$ cat src/rtl/bfp_block_packer.sv
// Frames BFP-normalised I/Q samples into header + sample beats on a valid/ready stream.
// Optional per-block XOR trailer beat when BFP_PACK_CHECKSUM_EN is defined.
module bfp_block_packer #(
    parameter int WIDTH      = 16,
    parameter int BLOCK_SIZE = 256,
    parameter int FIFO_DEPTH = 32,
    parameter int EXP_W      = $clog2(WIDTH + 1)
) (
    input  logic                 clk,
    input  logic                 rst_n,
    input  logic [WIDTH-1:0]     i_in,
    input  logic [WIDTH-1:0]     q_in,
    input  logic [EXP_W-1:0]     exp_in,
    input  logic                 valid_in,
    output logic [2*WIDTH-1:0]   m_data,
    output logic                 m_valid,
    input  logic                 m_ready,
    output logic                 m_hdr,
    output logic                 m_last,
    output logic                 ovf,
    output logic                 exp_err,
    input  logic                 err_clr
);
    localparam int PTR_W = $clog2(FIFO_DEPTH);
    localparam int CNT_W = $clog2(BLOCK_SIZE);
    localparam int IDX_W = 2 * WIDTH - 8;
    localparam logic [CNT_W-1:0] LAST_CNT = CNT_W'(BLOCK_SIZE - 1);

    typedef struct packed {
        logic             sof;
        logic             eof;
        logic [EXP_W-1:0] exp;
        logic [WIDTH-1:0] i;
        logic [WIDTH-1:0] q;
    } entry_t;

    typedef enum logic [1:0] {S_HDR, S_DATA, S_TRL} state_t;

    entry_t           mem [FIFO_DEPTH];
    logic [PTR_W-1:0] wr_ptr, rd_ptr;
    logic [PTR_W:0]   fill;
    logic             empty, full, push, pop;
    entry_t           head;

    logic [CNT_W-1:0] in_cnt;
    logic [EXP_W-1:0] blk_exp;

    state_t           state;
    logic             mid;
    logic             resync;
    logic [IDX_W-1:0] blk_idx;

`ifdef BFP_PACK_CHECKSUM_EN
    logic [2*WIDTH-1:0] csum;
`endif

    assign empty = (fill == '0);
    assign full  = (fill == (PTR_W + 1)'(FIFO_DEPTH));
    assign head  = mem[rd_ptr];
    // a pop in the same cycle frees a slot, so a full FIFO still accepts
    assign push  = valid_in && (!full || pop);

    always_ff @(posedge clk) begin
        if (push)
            mem[wr_ptr] <= '{sof: (in_cnt == '0), eof: (in_cnt == LAST_CNT),
                             exp: exp_in, i: i_in, q: q_in};
    end

    always_ff @(posedge clk or negedge rst_n) begin
        if (!rst_n) begin
            wr_ptr <= '0;
            rd_ptr <= '0;
            fill   <= '0;
        end else begin
            if (push) wr_ptr <= wr_ptr + 1'b1;
            if (pop)  rd_ptr <= rd_ptr + 1'b1;
            case ({push, pop})
                2'b10:   fill <= fill + 1'b1;
                2'b01:   fill <= fill - 1'b1;
                default: ;
            endcase
        end
    end

    // in_cnt runs on every valid_in, dropped or not, to keep block alignment
    always_ff @(posedge clk or negedge rst_n) begin
        if (!rst_n) begin
            in_cnt  <= '0;
            blk_exp <= '0;
            ovf     <= 1'b0;
            exp_err <= 1'b0;
        end else begin
            if (valid_in) in_cnt <= (in_cnt == LAST_CNT) ? '0 : in_cnt + 1'b1;
            if (valid_in && in_cnt == '0) blk_exp <= exp_in;
            ovf     <= (valid_in && full && !pop) || (ovf && !err_clr);
            exp_err <= (valid_in && in_cnt != '0 && exp_in != blk_exp) || (exp_err && !err_clr);
        end
    end

    // Beats come straight off the FIFO head so the header appears the cycle after the sof write
    always_comb begin
        m_valid = 1'b0;
        m_hdr   = 1'b0;
        m_last  = 1'b0;
        m_data  = '0;
        pop     = 1'b0;
        resync  = 1'b0;
        case (state)
            S_HDR: if (!empty) begin
                if (head.sof) begin
                    m_valid = 1'b1;
                    m_hdr   = 1'b1;
                    m_data  = {blk_idx, 8'(head.exp)};
                end else begin
                    pop = 1'b1;
                end
            end
            S_DATA: if (!empty) begin
                // sof after the first beat means this block lost its eof
                if (head.sof && mid) begin
                    resync = 1'b1;
                end else begin
                    m_valid = 1'b1;
                    m_data  = {head.i, head.q};
`ifndef BFP_PACK_CHECKSUM_EN
                    m_last  = head.eof;
`endif
                    pop     = m_ready;
                end
            end
`ifdef BFP_PACK_CHECKSUM_EN
            S_TRL: begin
                m_valid = 1'b1;
                m_last  = 1'b1;
                m_data  = csum;
            end
`endif
            default: ;
        endcase
    end

    always_ff @(posedge clk or negedge rst_n) begin
        if (!rst_n) begin
            state   <= S_HDR;
            mid     <= 1'b0;
            blk_idx <= '0;
        end else begin
            case (state)
                S_HDR: if (m_valid && m_ready) begin
                    blk_idx <= blk_idx + 1'b1;
                    mid     <= 1'b0;
                    state   <= S_DATA;
                end
                S_DATA: if (resync) begin
                    state <= S_HDR;
                end else if (pop) begin
                    mid <= 1'b1;
`ifdef BFP_PACK_CHECKSUM_EN
                    if (head.eof) state <= S_TRL;
`else
                    if (head.eof) state <= S_HDR;
`endif
                end
                S_TRL: if (m_ready) state <= S_HDR;
                default: state <= S_HDR;
            endcase
        end
    end

`ifdef BFP_PACK_CHECKSUM_EN
    always_ff @(posedge clk or negedge rst_n) begin
        if (!rst_n)
            csum <= '0;
        else if (state == S_HDR && m_valid && m_ready)
            csum <= '0;
        else if (state == S_DATA && pop)
            csum <= csum ^ {head.i, head.q};
    end
`endif

endmodule

$ cat config.mk
export PLATFORM = sky130hd
export DESIGN_NAME = bfp_block_packer
export DESIGN_NICKNAME = d
export VERILOG_FILES = /design/src/rtl/bfp_block_packer.sv
export SDC_FILE = /design/constraint.sdc
export NUM_CORES = 1
export LEC_CHECK = 0
export BUFFER_PORTS_ARGS = -buffer_cell sky130_fd_sc_hd__buf_2
export CAP_MARGIN = 20
export CORE_ASPECT_RATIO = 0.7
export CORE_MARGIN = 2
export CORE_UTILIZATION = 31
export CTS_CLUSTER_DIAMETER = 40
export DETAILED_ROUTE_END_ITERATION = 6
export SLEW_MARGIN = 20
export SYNTH_ARGS = -nofsm -noshare
export SYNTH_HDL_FRONTEND = slang
export SYNTH_SLANG_ARGS = --single-unit
$ cat constraint.sdc
create_clock -name clk -period 9.4 [get_ports clk]
set_input_delay 1.88 -clock clk [delete_from_list [all_inputs] [get_ports clk]]
set_output_delay 1.88 -clock clk [all_outputs]
set_load 0.02 [all_outputs]
==> results.md <==
* Congestion Overflow GR at 0
* Die X at just under 500 um
* CP Launch Type: register
* Buf/Inv on CP at 3
* CP Data Required Time at between 7 and 8 ns
* CP Capture Type: primary output
* R2R depth at 9
* Hold Path Class: register to register
* Logic pwr share at between 20% and 30%
* Psw at approximately 5200 uW
* CTS tree: yes
* Final Util at 36.2%
* CTS buffer count at between 100 and 150
* H-tree levels at 4
* Starting Density at 31.3%
* Hold Fails Final Rpt at 0
* GR Layer Usage met2 at roughly a quarter
* Setup TNS Final at 0 ns
* Vias in the first global route at between 20000 and 25000
* CTS Buffer Depth at 3
* Unrepaired setup endpoints after global routing: false
* Lkg Pwr at 0.0184 uW
* Distinct cells, synth at 60
* Area leader, netlist: edfxtp_1
* Final antenna-violating net count at 0
* Critical path start-end classification: register to primary output
* Drt initial violations at 2869
* RD Place Congestion at 0.767
* Hold Crit Endpoint: blk_idx[19]$_DFFE_PN0P_
* Post-CTS resize count at 0
* Crit-path max FO at 73
* Setup Fix Bufs, Post-CTS at 0
* Cells after synthesis at roughly 2200
* Busiest metal layer after global routing: met2
* Pin count of the biggest net entering global routing at 149
* Fraction of registers with async set or reset after synthesis at between 4 and 5%
* Total global routing track utilization at about 15%
* Buffers on Ports at between 70 and 80
* Hold Path Depth at 1
* Synth Cell Area at slightly above 50000 um2
* Post-synth EDFFs at roughly 1200
* Hold Path Origin: blk_idx[19]$_DFFE_PN0P_
* F_max at 137 MHz
* Via count at approximately 24000
* Commonest non-fill, non-tap cell in the layout: edfxtp_1
* Worst R2R Setup Slack at ~3.5 ns
* Reg2reg end: mem[6][9]$_DFFE_PP_
* Cell Pwr Density at ~300 nW/um2
* Synth top area share at roughly 74%
* Nets@finish at around 2400
* Register area share after synthesis at approximately 77%
* First-pass GRT wire length at about 180000 um
* Minimum clock period at approximately 7.3 ns
* Post-cts hold buffer count at 0
* CTS sink cnt at approximately 1300
* Final HPWL DP at 65400 um
* Rows at around 120
* CTS clk-pin slew, worst paths at approximately 0.060 ns
* Peak supply drop at 0.239 mV
* Slowest cell on the critical path: dfrtp_4
* Max cap viols at 0
* Layout area overhead at 15.5%
* Final setup violation count at 0
* Final clock skew at about 0.035 ns
* Predominant post-synthesis flop cell: edfxtp_1
* Met3 Usage GRT at 3.79%
* Chip height at 342 um
* Ys Warns at 0
* Clk_lat worst skew at about 0.76 ns
* WP data arrival at 5.42 ns
* Power Internal at about 12000 uW
* Slew @ Worst Pin at 1.15 ns
* Top delay family on crit path: buffers and inverters
* Drc violations at 0
* Post-Syn Nets at roughly 2200
* Final slew viol count at 0
* Core Area at between 150000 and 200000 um2
* First-pass iteration count of the detailed router at 7
* Status: completed
* Routed WL per cell at around 28 um
* Period utilization at between 70 and 80%
* Io pins at 79
* Clk network pwr share at 31.3%
* Worst r2r src: rd_ptr[2]$_DFFE_PN0P_
* Yosys reg bits at roughly 1300
* Most frequent cells in the layout: edfxtp_1 (1248), mux4_2 (380), clkbuf_16 (145)
* Initial antenna violation count at 20
* GR Util met1 at 20.6%
* Critical path, cell by cell: buf_4 > buf_4 > mux4_2 > mux4_2 > mux2i_1 > nor2_1 > buf_2
* Layout cells sized above 1 at roughly 32%
* Largest stage delay, worst path at approximately 0.96 ns
* Slew HR at between 20% and 30%
* Sw Ratio at a little under a third
* Part of the power in registers at approximately 41%
* Syn avg cell area at between 20 and 25 um2
* Final WL at ~130000 um
* Synth area leaders: edfxtp_1 (74%), mux4_2 (17%), dfrtp_1 (2.8%)
* Via density at a little over 5
* Root buf cell: clkbuf_16
* Die area at between 150000 and 200000 um2
registers in the layout (all words and copies together) (netlist names):
signal and count:
in_cnt 8, rd_ptr 5, mid 1, state 1, ovf 1, mem 1248, blk_exp 5, blk_idx 24
exp_err 1, fill 6, wr_ptr 5
metal layers:
metal	part of all wire, %	wire (um)
met3	8.3	10500
met1	41	52300
met4	2.5	3150
met2	48	60800
met5	0.064	81
area by class of cell:
class                   instances  area (um2)
flip-flops and latches       1305       38900
diodes                          1        2.50
clock buffers                 178        3780
inverters                      16        66.3
clock inverters                76         815
fillers                     14500      103000
repair buffers                131         826
multi-input cells             733       11300
well taps                    2125        2660
worst reg2reg max path: stages, from the launching register on:
cell and delay (ns):
dfrtp_4 0.99, buf_4 0.67, mux2i_1 0.30, a311oi_1 0.14, a31oi_1 0.26, a2bb2oi_1 0.26
o21bai_2 0.53, nand3_1 0.78, nor2_4 1.02, buf_4 0.61
cells in the mapped netlist (all sizes together), types with 2 or more instances:
cell type,n
edfxtp,1248
mux4,380
dfrtp,57
clkbuf,54
buf,53
mux2i,52
nor2,50
nand2,45
o21ai,28
xnor2,25
nand3,21
xor2,20
inv,15
mux2,11
nand4,10
ha,9
and3,8
o22ai,8
a31oi,6
and4,6
a21oi,5
and2,5
nand2b,5
nor4b,5
nor2b,4
or3,4
a311oi,3
o32ai,3
a22oi,2
nor3,2
nor4,2
o31ai,2
worst max path at each step:
stage	slack (ns)	cells after the start	endpoint	from
2_1_floorplan	2.28	4	mem[11][0]$_DFFE_PP_	m_ready
3_3_place_gp	2.93	10	m_data[28]	rd_ptr[2]$_DFFE_PN0P_
3_5_place_dp	2.92	7	m_last	rd_ptr[1]$_DFFE_PN0P_
4_1_cts	2.10	7	m_last	rd_ptr[1]$_DFFE_PN0P_
5_1_grt	1.84	7	m_last	rd_ptr[1]$_DFFE_PN0P_
6_report	2.10	7	m_last	rd_ptr[1]$_DFFE_PN0P_
logic make-up after synthesis:
group | after synthesis | synth area share [%]
buf+inv | 123 | 1.15
mux | 443 | 18.2
simple gates | 171 | 1.75
compound gates | 65 | 0.818
flops | 1305 | 77.0
xor+xnor | 45 | 0.795
fa+ha+maj | 9 | 0.223
power groups by stage:
stage	Clock, uW	Combinational (uW)	Sequential [uW]
after CTS	5560	4910	7140
after global placement	0	4800	7230
after global routing	5790	5120	7180
final	5460	4820	7140
after floorplan	0	3520	7020
after detailed placement	0	4890	7260
through the flow:
step	worst slack [ns]	cells	area [um2]	total power, uW	hold WS (ns)
6_report	2.10	4565	58300	17400	0.492
3_3_place_gp	2.93	4309	53700	12000	0.469
4_1_cts	2.10	4564	58300	17600	0.495
5_1_grt	1.84	4565	58300	18100	0.505
3_5_place_dp	2.92	4310	53700	12200	0.484
2_1_floorplan	2.28	2161	50500	10500	0.441
(Power assumes the default switching activity.)
